[src/rtl/pc_unit_pkg.sv]
// Shared types and constants for the program-counter unit: branch funct3
// encodings, flush FSM states, PC increment and a counter-width helper.
package pc_unit_pkg;

    typedef enum logic [2:0] {
        BR_BEQ  = 3'b000,
        BR_BNE  = 3'b001,
        BR_BLT  = 3'b100,
        BR_BGE  = 3'b101,
        BR_BLTU = 3'b110,
        BR_BGEU = 3'b111
    } branch_op_e;

    typedef enum logic {
        ST_RUN   = 1'b0,
        ST_FLUSH = 1'b1
    } pc_state_e;

    localparam int unsigned PC_INC = 4;

    // Bits needed to hold a down-counter starting at n-1 (at least one bit).
    function automatic int unsigned cnt_width(input int unsigned n);
        return (n > 1) ? $clog2(n) : 1;
    endfunction

endpackage

[src/rtl/pc_branch_cmp.sv]
// Combinational branch-condition evaluator: maps funct3 plus the ALU compare
// flags to a single taken condition. Reserved funct3 codes never take.
module pc_branch_cmp
    import pc_unit_pkg::*;
(
    input  logic [2:0] branch_op,
    input  logic       alu_zero,
    input  logic       alu_lt,
    input  logic       alu_ltu,
    output logic       cond
);

    always_comb begin
        cond = 1'b0;
        case (branch_op)
            BR_BEQ:  cond = alu_zero;
            BR_BNE:  cond = !alu_zero;
            BR_BLT:  cond = alu_lt;
            BR_BGE:  cond = !alu_lt;
            BR_BLTU: cond = alu_ltu;
            BR_BGEU: cond = !alu_ltu;
            default: cond = 1'b0;
        endcase
    end

endmodule

[src/rtl/pc_unit.sv]
// Program-counter unit: next-PC selection (+4, branches, JAL, JALR), stall,
// and a timed flush window after redirects. Optional misaligned-target trap
// is enabled by defining PC_MISALIGN_TRAP_EN.
module pc_unit
    import pc_unit_pkg::*;
#(
    parameter int unsigned     PC_W         = 32,
    parameter int unsigned     IMM_W        = 64,
    parameter int unsigned     IMM_SHIFT    = 1,
    parameter logic [PC_W-1:0] RESET_PC     = '0,
    parameter int unsigned     FLUSH_CYCLES = 2,
    parameter logic [PC_W-1:0] TRAP_VEC     = 'h100
) (
    input  logic              clk,
    input  logic              reset,
    input  logic              stall,
    input  logic              branch,
    input  logic [2:0]        branch_op,
    input  logic              alu_zero,
    input  logic              alu_lt,
    input  logic              alu_ltu,
    input  logic              jal,
    input  logic              jalr,
    input  logic [IMM_W-1:0]  imm_gen_out,
    input  logic [PC_W-1:0]   rs1_val,
    output logic [PC_W-1:0]   pc_out,
    output logic [PC_W-1:0]   pc_plus4,
    output logic              taken,
    output logic              flush,
    output logic              misaligned
);

    localparam int unsigned CNT_W = cnt_width(FLUSH_CYCLES);
    localparam logic [CNT_W-1:0] CNT_LOAD = CNT_W'(FLUSH_CYCLES - 1);

    logic [PC_W-1:0]  pc_q, pc_d;
    logic             taken_q, taken_d;
    pc_state_e        state_q, state_d;
    logic [CNT_W-1:0] cnt_q, cnt_d;

    logic [PC_W-1:0]  imm_pc;
    logic [PC_W-1:0]  br_target;
    logic [PC_W-1:0]  jalr_sum;
    logic [PC_W-1:0]  redir_target;
    logic [PC_W-1:0]  redir_pc;
    logic             target_mis;
    logic             br_cond;
    logic             redirect_req;

    // Immediate narrowed (or sign-extended) to PC width; targets wrap mod 2^PC_W.
    generate
        if (IMM_W >= PC_W) begin : g_imm_trunc
            assign imm_pc = imm_gen_out[PC_W-1:0];
            if (IMM_W > PC_W) begin : g_imm_hi
                logic [IMM_W-PC_W-1:0] imm_hi_unused;
                assign imm_hi_unused = imm_gen_out[IMM_W-1:PC_W];
            end
        end else begin : g_imm_sext
            assign imm_pc = {{(PC_W - IMM_W){imm_gen_out[IMM_W-1]}}, imm_gen_out};
        end
    endgenerate

    pc_branch_cmp u_branch_cmp (
        .branch_op (branch_op),
        .alu_zero  (alu_zero),
        .alu_lt    (alu_lt),
        .alu_ltu   (alu_ltu),
        .cond      (br_cond)
    );

    assign pc_plus4     = pc_q + PC_W'(PC_INC);
    assign br_target    = pc_q + (imm_pc << IMM_SHIFT);
    assign jalr_sum     = rs1_val + imm_pc;
    assign redirect_req = jalr | jal | (branch & br_cond);
    assign redir_target = jalr ? {jalr_sum[PC_W-1:1], 1'b0} : br_target;

`ifdef PC_MISALIGN_TRAP_EN
    logic mis_q, mis_d;

    assign target_mis = |redir_target[1:0];
    assign redir_pc   = target_mis ? TRAP_VEC : redir_target;

    // Pulse only on the redirect edge itself; holds while stalled.
    always_comb begin
        mis_d = mis_q;
        if (!stall) begin
            mis_d = (state_q == ST_RUN) && redirect_req && target_mis;
        end
    end

    always_ff @(posedge clk or posedge reset) begin
        if (reset) begin
            mis_q <= 1'b0;
        end else begin
            mis_q <= mis_d;
        end
    end

    assign misaligned = mis_q;
`else
    logic [PC_W-1:0] trap_vec_unused;

    assign trap_vec_unused = TRAP_VEC;
    assign target_mis      = 1'b0;
    assign redir_pc        = redir_target;
    assign misaligned      = 1'b0;
`endif

    // Next-state: stall freezes everything; FLUSH squashes any control transfer.
    always_comb begin
        pc_d    = pc_q;
        taken_d = taken_q;
        state_d = state_q;
        cnt_d   = cnt_q;
        if (!stall) begin
            pc_d    = pc_plus4;
            taken_d = 1'b0;
            case (state_q)
                ST_RUN: begin
                    if (redirect_req) begin
                        pc_d    = redir_pc;
                        taken_d = 1'b1;
                        state_d = ST_FLUSH;
                        cnt_d   = CNT_LOAD;
                    end
                end
                ST_FLUSH: begin
                    if (cnt_q == '0) begin
                        state_d = ST_RUN;
                    end else begin
                        cnt_d = cnt_q - 1'b1;
                    end
                end
                default: state_d = ST_RUN;
            endcase
        end
    end

    always_ff @(posedge clk or posedge reset) begin
        if (reset) begin
            pc_q    <= RESET_PC;
            taken_q <= 1'b0;
            state_q <= ST_RUN;
            cnt_q   <= '0;
        end else begin
            pc_q    <= pc_d;
            taken_q <= taken_d;
            state_q <= state_d;
            cnt_q   <= cnt_d;
        end
    end

    assign pc_out = pc_q;
    assign taken  = taken_q;
    assign flush  = (state_q == ST_FLUSH);

endmodule

[config.mk]
export PLATFORM = sky130hd
export DESIGN_NAME = pc_unit
export DESIGN_NICKNAME = d
export VERILOG_FILES = /design/src/rtl/pc_unit_pkg.sv /design/src/rtl/pc_branch_cmp.sv /design/src/rtl/pc_unit.sv
export SDC_FILE = /design/constraint.sdc
export NUM_CORES = 1
export LEC_CHECK = 0
export ABC_CLOCK_PERIOD_IN_PS = 4600
export BUFFER_PORTS_ARGS = -buffer_cell sky130_fd_sc_hd__buf_2
export CAP_MARGIN = 10
export CORE_ASPECT_RATIO = 0.5
export CORE_MARGIN = 10
export CORE_UTILIZATION = 30
export CTS_CLUSTER_DIAMETER = 120
export CTS_CLUSTER_SIZE = 28
export DETAILED_ROUTE_END_ITERATION = 16
export GPL_ROUTABILITY_DRIVEN = 0
export GPL_TIMING_DRIVEN = 1
export PLACE_DENSITY = 0.48
export SLEW_MARGIN = 10
export SYNTH_ARGS = -nofsm -noshare
export SYNTH_HDL_FRONTEND = slang
export SYNTH_SLANG_ARGS = --single-unit
[constraint.sdc]
create_clock -name clk -period 4.6 [get_ports clk]
set_input_delay 0.46 -clock clk [delete_from_list [all_inputs] [get_ports clk]]
set_output_delay 0.46 -clock clk [all_outputs]
set_load 0.01 [all_outputs]
==> results of run 1 <==
worst paths after layout:
check,from,to,slack (ns),depth (start not counted)
setup / recovery,pc_out[1],pc_out[27],1.11,12
hold / removal,reset,pc_out[2],0.29,3
setup reg to reg,pc_out[1],pc_out[27],1.11,12
hold reg to reg,taken,taken,0.48,2
max in group asynchronous,reset,pc_out[15],3.98,3
min in group clk,taken,taken,0.48,2
logic make-up after synthesis:
family	Yosys count
other cells	1
xor+xnor	81
mux	2
fa+ha+maj	63
simple gates	257
flops	34
buf+inv	51
compound gates	271
cell type report:
| cell class | count | area, sq um | area share |
|---|---|---|---|
| clock buffer | 7 | 143 | 0.0215 |
| clock inverter | 1 | 5.00 | 0.000754 |
| inverter | 19 | 71.3 | 0.0107 |
| multi-input combinational | 677 | 4540 | 0.684 |
| sequential | 34 | 851 | 0.128 |
| tap | 240 | 300 | 0.0452 |
| timing repair buffer | 143 | 726 | 0.109 |
state kept, by name, indices dropped and copies added, names as in the netlist:
| name | count |
|---|---|
| pc_out | 31 |
| cnt_q | 1 |
| flush | 1 |
| taken | 1 |
where the power goes:
part | leakage [nW] | switching (mW) | internal (mW) | total [mW]
combinational | 2.50 | 1.53 | 1.07 | 2.60
clock | 0.0739 | 0.127 | 0.215 | 0.342
sequential | 0.398 | 0.323 | 0.443 | 0.766
metrics by stage:
stage                     area [sq um]  std cells
final                             6640       1121
after floorplan                   5600        762
after global placement            6490       1113
after CTS                         6640       1121
after detailed placement          6490       1113
after global routing              6640       1121
layout by cell type (no fill, tap or decap), drive strengths merged, types with 5 or more instances in the layout:
cell | Yosys | routed
a31oi | 8 | 8
nand3 | 19 | 19
clkbuf | 26 | 7
o21ai | 69 | 69
a21o | 26 | 26
nor3 | 18 | 18
and3 | 13 | 13
nand2 | 88 | 88
and4 | 7 | 7
buf | 6 | 143
nor2 | 55 | 55
a21oi | 79 | 79
o211ai | 11 | 11
xnor2 | 45 | 45
o21bai | 10 | 10
dfrtp | 34 | 34
xor2 | 36 | 36
inv | 19 | 19
a211oi | 17 | 17
o21a | 8 | 8
nand2b | 11 | 11
nor2b | 10 | 10
o221ai | 5 | 5
ha | 61 | 61
o22ai | 8 | 8
nand4 | 18 | 18
layer usage:
metal,vias up,track usage,part of all wire
met5,-,0,0
met3,15,0.0177,0.038
met2,119,0.267,0.45
met4,0,0.0274,0.010
met1,2829,0.231,0.50
li1,3050,-,-
worst max-delay path, stage by stage, from the launching register on:
cell and delay (ns):
dfrtp_1 0.40, ha_1 0.23, inv_1 0.07, fa_1 0.38, nand2b_1 0.21, a211oi_2 0.27, o41ai_2 0.16, a21oi_2 0.33
a41oi_1 0.30, and2b_1 0.31, or3b_2 0.45, a21oi_1 0.17, o31ai_1 0.10
==> flow_summary.yaml, run 1 <==
setup_path:
  cp.required_ns: 4.76
  path_max_fanout: 4
  critPathArrivalTime_ns: 3.65
  cp-end-kind: "flop"
  path_class: "reg2reg"
  cp-start-kind: "flop"
run:
  drv_cap: 0
cts:
  cts_sinks: 34
  clock_latency_ns: 0.28
  h-tree-depth: 2
  holdBufCountCts: 0
  cts_made_buffers: 5
  cts_setup_buffers: 0
  clock_path_buffers: 2
  clockRootBuffer: "clkbuf_16"
  clk_pin_slew_worst_paths_ns: 0.06
  cts_tree: "built"
  post_cts_resized: 0
floorplanning:
  design.core.area_sq_um: 18300
  die_h_um: 117
  rows: 35
  ios: 175
  start_util: 0.305
  die_w_um: 213
  dieArea_sq_um: 24800
logic_synthesis:
  ys_ff_latch: 34
  synth_most_common_cell: "nand2_1"
  ys_async_sr_fraction: 1.00
  syn_avg_cell_area_sq_um: 7.35
  seq_area_frac_synth: 0.152
  yosys-top-cells-count: "88 x nand2_1, 77 x a21oi_1, 65 x o21ai_0, 61 x ha_1, 54 x nor2_1"
  yosys_warnings: 0
  synth_edf_count: 0
  synth_flop_cell: "dfrtp_1"
  synth_mux_area_frac: 0.00358
  synth-compound-area-share: 0.314
  yosysTopAreaCell: "dfrtp_1"
  synth_top_cell_area_share: 0.152
  synth_top_family_by_area: "compound AO/OA/AOI/OAI gates"
  netlist_top_cells_area: "dfrtp_1 15%, ha_1 14%, xnor2_1 7.1%"
  synthDistinctLibCells: 65
  syn_area_sq_um: 5590
  synth-xor-area-share: 0.127
  synthSimpleGateAreaFrac: 0.222
  synthAdderAreaFrac: 0.144
  synthCells: 760
route:
  wirelength_um: 20900
  routed_via_density: 5.36
  drcViolationCount: 0
  first_iter_violations: 391
  wire_per_inst_um: 18.6
  num_vias: 6013
  ant_nets: 0
  dr.pass1.iters: 5
timing:
  relSlewSlack: 0.483
  layout_min_cycle_time_ns: 3.49
  fin_ws_ns: 1.11
  rsz0062_at_grt: "false"
  max_freq_ghz: 0.286
  worst_slew_pin_slew_ns: 0.775
  slew_violations: 0
  hold_viol: 0
  tns_ns: 0
  holdWs_ns: 0.288
  fin_skew_ns: 0.00411
  setup_viol: 0
  period_share: 0.759
global_routing:
  grt_pass1_wl_um: 32700
  grt_pass1_vias: 5920
  antenna_found_initial: 0
  grt_usage: 0.164
  grt_max_degree: 48
  grt_overflow: 0
placement:
  dp_hpwl_um: 17000
  dp_slack_ns: 0.958
  port_buffers: 139
hold_path:
  worstHoldPathType: "in2async"
finish:
  n_fill_cell: 1976
  drive_above_1_share: 0.191
  final_core_util: 0.362
  nNetsFinal: 1051
  antennaDiodeCount: 0
  area_growth_pct: 18.8
power_and_ir_drop:
  p_leak_nw: 2.97
  vdd_drop_max_mv: 0.175
  finalPower_mw: 3.70
  p_per_area_nw_per_um2: 558
status:
  outcome: "finished, final reports clean"
Note: power is estimated with default switching activity, not from simulation.
==> inputs of run 2 (changes only) <==
--- a/config.mk
+++ b/config.mk
@@ -5,7 +5,7 @@
 export SDC_FILE = /design/constraint.sdc
 export NUM_CORES = 1
 export LEC_CHECK = 0
-export ABC_CLOCK_PERIOD_IN_PS = 4600
+export ABC_CLOCK_PERIOD_IN_PS = 3100
 export BUFFER_PORTS_ARGS = -buffer_cell sky130_fd_sc_hd__buf_2
 export CAP_MARGIN = 10
 export CORE_ASPECT_RATIO = 0.5
@@ -16,7 +16,7 @@
 export DETAILED_ROUTE_END_ITERATION = 16
 export GPL_ROUTABILITY_DRIVEN = 0
 export GPL_TIMING_DRIVEN = 1
-export PLACE_DENSITY = 0.48
+export PLACE_DENSITY = 0.5
 export SLEW_MARGIN = 10
 export SYNTH_ARGS = -nofsm -noshare
 export SYNTH_HDL_FRONTEND = slang
==> constraint.sdc (replaced) <==
create_clock -name clk -period 3.1 [get_ports clk]
set_input_delay 0.31 -clock clk [delete_from_list [all_inputs] [get_ports clk]]
set_output_delay 0.31 -clock clk [all_outputs]
set_load 0.01 [all_outputs]
==> run 2 against run 1 <==
Net effect: register-to-register slack lost 0.97 ns; worst hold slack got worse by 0.15 ns; wire length grew 4.4%.
==> flow_summary.yaml, run 2 (synthesis results as in run 1) <==
setup_path:
  cp.required_ns: 3.26
  slowest_stage: "or3b_2"
  reg2reg_slack_ns: 0.13
  max_stage_delay_ns: 0.45
  crit_chain: "ha_2 > inv_1 > fa_2 > nand2b_4 > a211oi_4 > o41ai_4 > a21oi_2 > a41oi_2 > and2b_1 > or3b_2 > a21oi_2 > o31ai_1"
  r2r_cells: 12
  critPathArrivalTime_ns: 3.13
  cp-end-kind: "flop"
  cp-start-kind: "flop"
  crit_buf_inv: 1
  path_max_fanout: 3
  crit_start: "pc_out[1]"
  r2r-start: "pc_out[1]"
  path_class: "reg2reg"
  cpLargestDelayFamily: "compound AO/OA/AOI/OAI gates"
  regToRegEndpoint: "pc_out[27]"
  crit_path_frequent_cell: "a21oi_2"
power_and_ir_drop:
  p_seq_frac: 0.154
  p_leak_nw: 3.33
  switching_share: 0.510
  p_comb_frac: 0.752
  vdd_drop_max_mv: 0.251
  power_frac_clock: 0.094
  p_per_area_nw_per_um2: 834
  p_int_mw: 2.96
  net-switching-power_mw: 3.08
floorplanning:
  design.core.area_sq_um: 18300
  dieArea_sq_um: 24800
  ios: 175
  rows: 35
  start_util: 0.305
  die_h_um: 117
  die_w_um: 213
placement:
  port_buffers: 139
  post_dp_cell_area_sq_um: 7000
  dp_hpwl_um: 17800
global_routing:
  grt_use_met2: 0.275
  grt_max_degree: 48
  grt_use_met3: 0.0222
  grt_overflow: 0
  grt_pass1_wl_um: 33600
  grt_pass1_vias: 6074
  antenna_found_initial: 0
  grt_usage: 0.170
  grtUsageMet1: 0.236
  busiest_layer: "met2"
route:
  routed_via_density: 5.27
  drcViolationCount: 0
  first_iter_violations: 394
  ant_nets: 0
  num_vias: 6278
  dr.pass1.iters: 5
  wire_per_inst_um: 18.3
  wirelength_um: 21800
finish:
  final_cell_mix: "139 x buf_2, 88 x nand2_1, 75 x a21oi_1, 74 x buf_4, 63 x o21ai_0"
  design_area_sq_um: 7240
  drive_above_1_share: 0.259
  nNetsFinal: 1121
  area_growth_pct: 29.6
  antennaDiodeCount: 0
  final_common_cell: "buf_2"
  final_core_util: 0.395
  largest_register_ffs: 31
cts:
  cts_sinks: 34
  clock_latency_ns: 0.28
  clockRootBuffer: "clkbuf_16"
  holdBufCountCts: 0
  clk_pin_slew_worst_paths_ns: 0.06
  cts_tree: "built"
  h-tree-depth: 2
  clock_path_buffers: 2
  cts_made_buffers: 5
timing:
  tns_ns: 0
  period_share: 0.957
  worst_slew_pin_slew_ns: 0.595
  hold_viol: 0
  slew_violations: 0
  setup_viol: 0
  layout_min_cycle_time_ns: 2.97
  fin_skew_ns: 0.00431
  relSlewSlack: 0.593
  max_freq_ghz: 0.337
run:
  drv_cap: 0
hold_path:
  worstHoldPathType: "in2async"
status:
  outcome: "finished, final reports clean"
## run 2: metal layers
layer	wire length, um	up-vias
li1	-	3187
met1	10400	2906
met2	9990	168
met3	1090	17
met4	280	0
met5	0	-
## run 2: how the worst max path moves through the flow
stage | cells past startpoint | to | slack, ns
floorplan | 12 | pc_out[27] | 0.16
global placement | 13 | pc_out[26] | -0.13
detailed placement | 14 | pc_out[26] | -0.15
CTS | 12 | pc_out[27] | 0.01
global route | 12 | pc_out[27] | -0.002
finish | 12 | pc_out[27] | 0.13
## run 2: metrics by stage
stage	hold slack [ns]	std cells	setup slack, ns	total power, mW
6_report	0.135	1191	0.133	6.04
5_1_grt	0.196	1191	-0.00159	6.59
4_1_cts	0.150	1189	0.0132	5.96
3_5_place_dp	0.454	1181	-0.150	5.37
3_3_place_gp	0.451	1181	-0.127	5.35
2_1_floorplan	0.452	762	0.159	3.68
## run 2: cell type report
class	count	area (sq um)
sequential	34	851
tap	240	300
inverter	19	71.3
clock buffer	8	166
multi-input combinational	677	4600
fill	1948	11100
timing repair buffer	213	1250
## run 2: power by group through the flow
stage / Sequential, mW / Combinational, mW / Clock [mW]
6_report: 0.933 / 4.54 / 0.566
5_1_grt: 0.967 / 5.03 / 0.593
4_1_cts: 0.927 / 4.46 / 0.575
3_5_place_dp: 0.934 / 4.43 / 0
3_3_place_gp: 0.935 / 4.41 / 0
2_1_floorplan: 1.03 / 2.65 / 0
## run 2: timing repair
item,4_1_cts,5_1_grt
gates resized for setup,0,12
setup buffers,0,2
endpoints found under the setup margin,0,5
## run 2: tightest hold or removal path: stages
cell and delay (ns):
buf_2 0.09, inv_1 0.04, buf_4 0.42
==> inputs of run 3 (changes only) <==
--- a/config.mk
+++ b/config.mk
@@ -6,7 +6,6 @@
 export NUM_CORES = 1
 export LEC_CHECK = 0
 export ABC_CLOCK_PERIOD_IN_PS = 3100
-export BUFFER_PORTS_ARGS = -buffer_cell sky130_fd_sc_hd__buf_2
 export CAP_MARGIN = 10
 export CORE_ASPECT_RATIO = 0.5
 export CORE_MARGIN = 10
@@ -14,9 +13,10 @@
 export CTS_CLUSTER_DIAMETER = 120
 export CTS_CLUSTER_SIZE = 28
 export DETAILED_ROUTE_END_ITERATION = 16
+export DONT_BUFFER_PORTS = 1
 export GPL_ROUTABILITY_DRIVEN = 0
 export GPL_TIMING_DRIVEN = 1
-export PLACE_DENSITY = 0.5
+export PLACE_DENSITY = 0.41
 export SLEW_MARGIN = 10
 export SYNTH_ARGS = -nofsm -noshare
 export SYNTH_HDL_FRONTEND = slang
==> run 3 against run 2 <==
Net effect: global-route usage is 0.28 points lower; clock-buffer cell count fell by 3; sequential cell count did not move; via count shrank 8.8%; worst setup slack gained 0.017 ns; cell area fell by 12%; first-iteration DRC count shrank 4.3%; maximum frequency up 0.58%; total power decreased by 8.7%; non-clock buffer count decreased by 159; final cell count decreased by 13%; die area stayed put; largest power group unchanged; highest routed layer unchanged.
==> flow_summary.yaml, run 3 (synthesis results as in run 1) <==
status:
  outcome: "finished, final reports clean"
timing:
  slew_violations: 0
  relSlewSlack: 0.544
  layout_min_cycle_time_ns: 2.95
  setup_viol: 0
  max_freq_ghz: 0.339
  hold_viol: 0
  period_share: 0.952
  tns_ns: 0
  fin_skew_ns: 0.0126
  worst_slew_pin_slew_ns: 0.667
  rsz0062_at_grt: "false"
route:
  routed_via_density: 5.55
  wire_per_inst_um: 20.6
  ant_nets: 0
  dr.pass1.iters: 5
  first_iter_violations: 377
  wirelength_um: 21300
  num_vias: 5728
  drcViolationCount: 0
finish:
  final_common_cell: "nand2_1"
  antennaDiodeCount: 0
  nNetsFinal: 962
  final_cell_mix: "88 x nand2_1, 75 x a21oi_1, 63 x o21ai_0, 61 x ha_1, 54 x buf_4"
  area_growth_pct: 14.2
  n_fill_cell: 1976
  drive_above_1_share: 0.107
  stdcell_count: 1032
  largest_register_ffs: 31
power_and_ir_drop:
  power_frac_clock: 0.107
  p_int_mw: 2.62
  p_comb_frac: 0.706
  p_per_area_nw_per_um2: 864
  net-switching-power_mw: 2.89
  switching_share: 0.525
  p_leak_nw: 2.70
  p_seq_frac: 0.187
  vdd_drop_max_mv: 0.254
floorplanning:
  die_h_um: 117
  start_util: 0.305
  rows: 35
  ios: 175
  dieArea_sq_um: 24800
  design.core.area_sq_um: 18300
  die_w_um: 213
cts:
  post_cts_resized: 0
  cts_tree: "built"
  cts_sinks: 34
  clock_latency_ns: 0.29
  clock_path_buffers: 2
  h-tree-depth: 2
  cts_setup_buffers: 0
  clk_pin_slew_worst_paths_ns: 0.07
  holdBufCountCts: 0
  clockRootBuffer: "clkbuf_16"
  cts_made_buffers: 5
setup_path:
  cp.required_ns: 3.28
  cpLargestDelayFamily: "compound AO/OA/AOI/OAI gates"
  path_class: "reg2reg"
  crit_buf_inv: 1
  slowest_stage: "or3b_2"
  max_stage_delay_ns: 0.44
  cp-start-kind: "flop"
  path_max_fanout: 3
  crit_chain: "ha_1 > inv_1 > fa_1 > nand2b_1 > a211oi_2 > o41ai_2 > a21oi_2 > a41oi_2 > and2b_1 > or3b_2 > a21oi_1 > o31ai_1"
  cp-end-kind: "flop"
  critPathArrivalTime_ns: 3.13
placement:
  dp_hpwl_um: 17700
  place_inst: 1024
  port_buffers: 0
run:
  drv_cap: 0
global_routing:
  grt_overflow: 0
  grt_usage: 0.167
  grt_pass1_vias: 5648
  grt_pass1_wl_um: 32400
  grt_max_degree: 49
  antenna_found_initial: 0
hold_path:
  worstHoldPathType: "in2async"
## run 3: changes by cell type in the layout (fill, tap and decap cells not counted), sizes merged
cell | previous run | this run
bufinv | 0 | 1
buf | 213 | 54
clkbuf | 8 | 5
clkinv | 0 | 2
## run 3: power by group through the flow
stage / logic [mW] / registers [mW] / clock network, mW
6_report: 3.89 / 1.03 / 0.591
2_1_floorplan: 2.65 / 1.03 / 0
3_3_place_gp: 3.87 / 1.05 / 0
3_5_place_dp: 3.88 / 1.05 / 0
4_1_cts: 3.90 / 1.05 / 0.601
5_1_grt: 4.35 / 1.07 / 0.622
## run 3: routing by layer
metal  up-vias  wire length, um  global-route usage
met3         4             1290              0.0447
met2       102            10100               0.291
met1      2753             9830               0.212
met4         0               35             0.00709
li1       2869                -                   -
met5         -                0                   0
## run 3: path summary, 6_finish.rpt
path	depth (start not counted)	to	slack, ns	start
setup / recovery	12	pc_out[27]	0.15	pc_out[1]
hold / removal	2	pc_out[8]	0.03	reset
setup reg to reg	12	pc_out[27]	0.15	pc_out[1]
hold reg to reg	2	flush	0.49	cnt_q
max in group asynchronous	2	pc_out[22]	2.71	reset
min in group clk	2	pc_out[27]	0.15	stall
## run 3: layout make-up
cell class / count / area (sq um) / area share
timing repair buffer: 54 / 405 / 0.0635
sequential: 34 / 851 / 0.133
tap: 240 / 300 / 0.0471
multi-input combinational: 677 / 4590 / 0.719
clock buffer: 5 / 125 / 0.0196
clock inverter: 3 / 40.0 / 0.00627
inverter: 19 / 71.3 / 0.0112
## run 3: through the flow
| step | utilization | hold WS (ns) | cell area (sq um) | worst slack [ns] | power (mW) |
|---|---|---|---|---|---|
| 6_report | 0.348 | 0.0281 | 6380 | 0.150 | 5.52 |
| 4_1_cts | 0.346 | 0.0457 | 6340 | 0.100 | 5.54 |
| 3_5_place_dp | 0.337 | 0.354 | 6180 | 0.0912 | 4.93 |
| 5_1_grt | 0.348 | 0.0776 | 6380 | 0.000522 | 6.05 |
| 2_1_floorplan | - | 0.452 | 5600 | 0.159 | 3.68 |
| 3_3_place_gp | 0.337 | 0.353 | 6180 | 0.0877 | 4.92 |
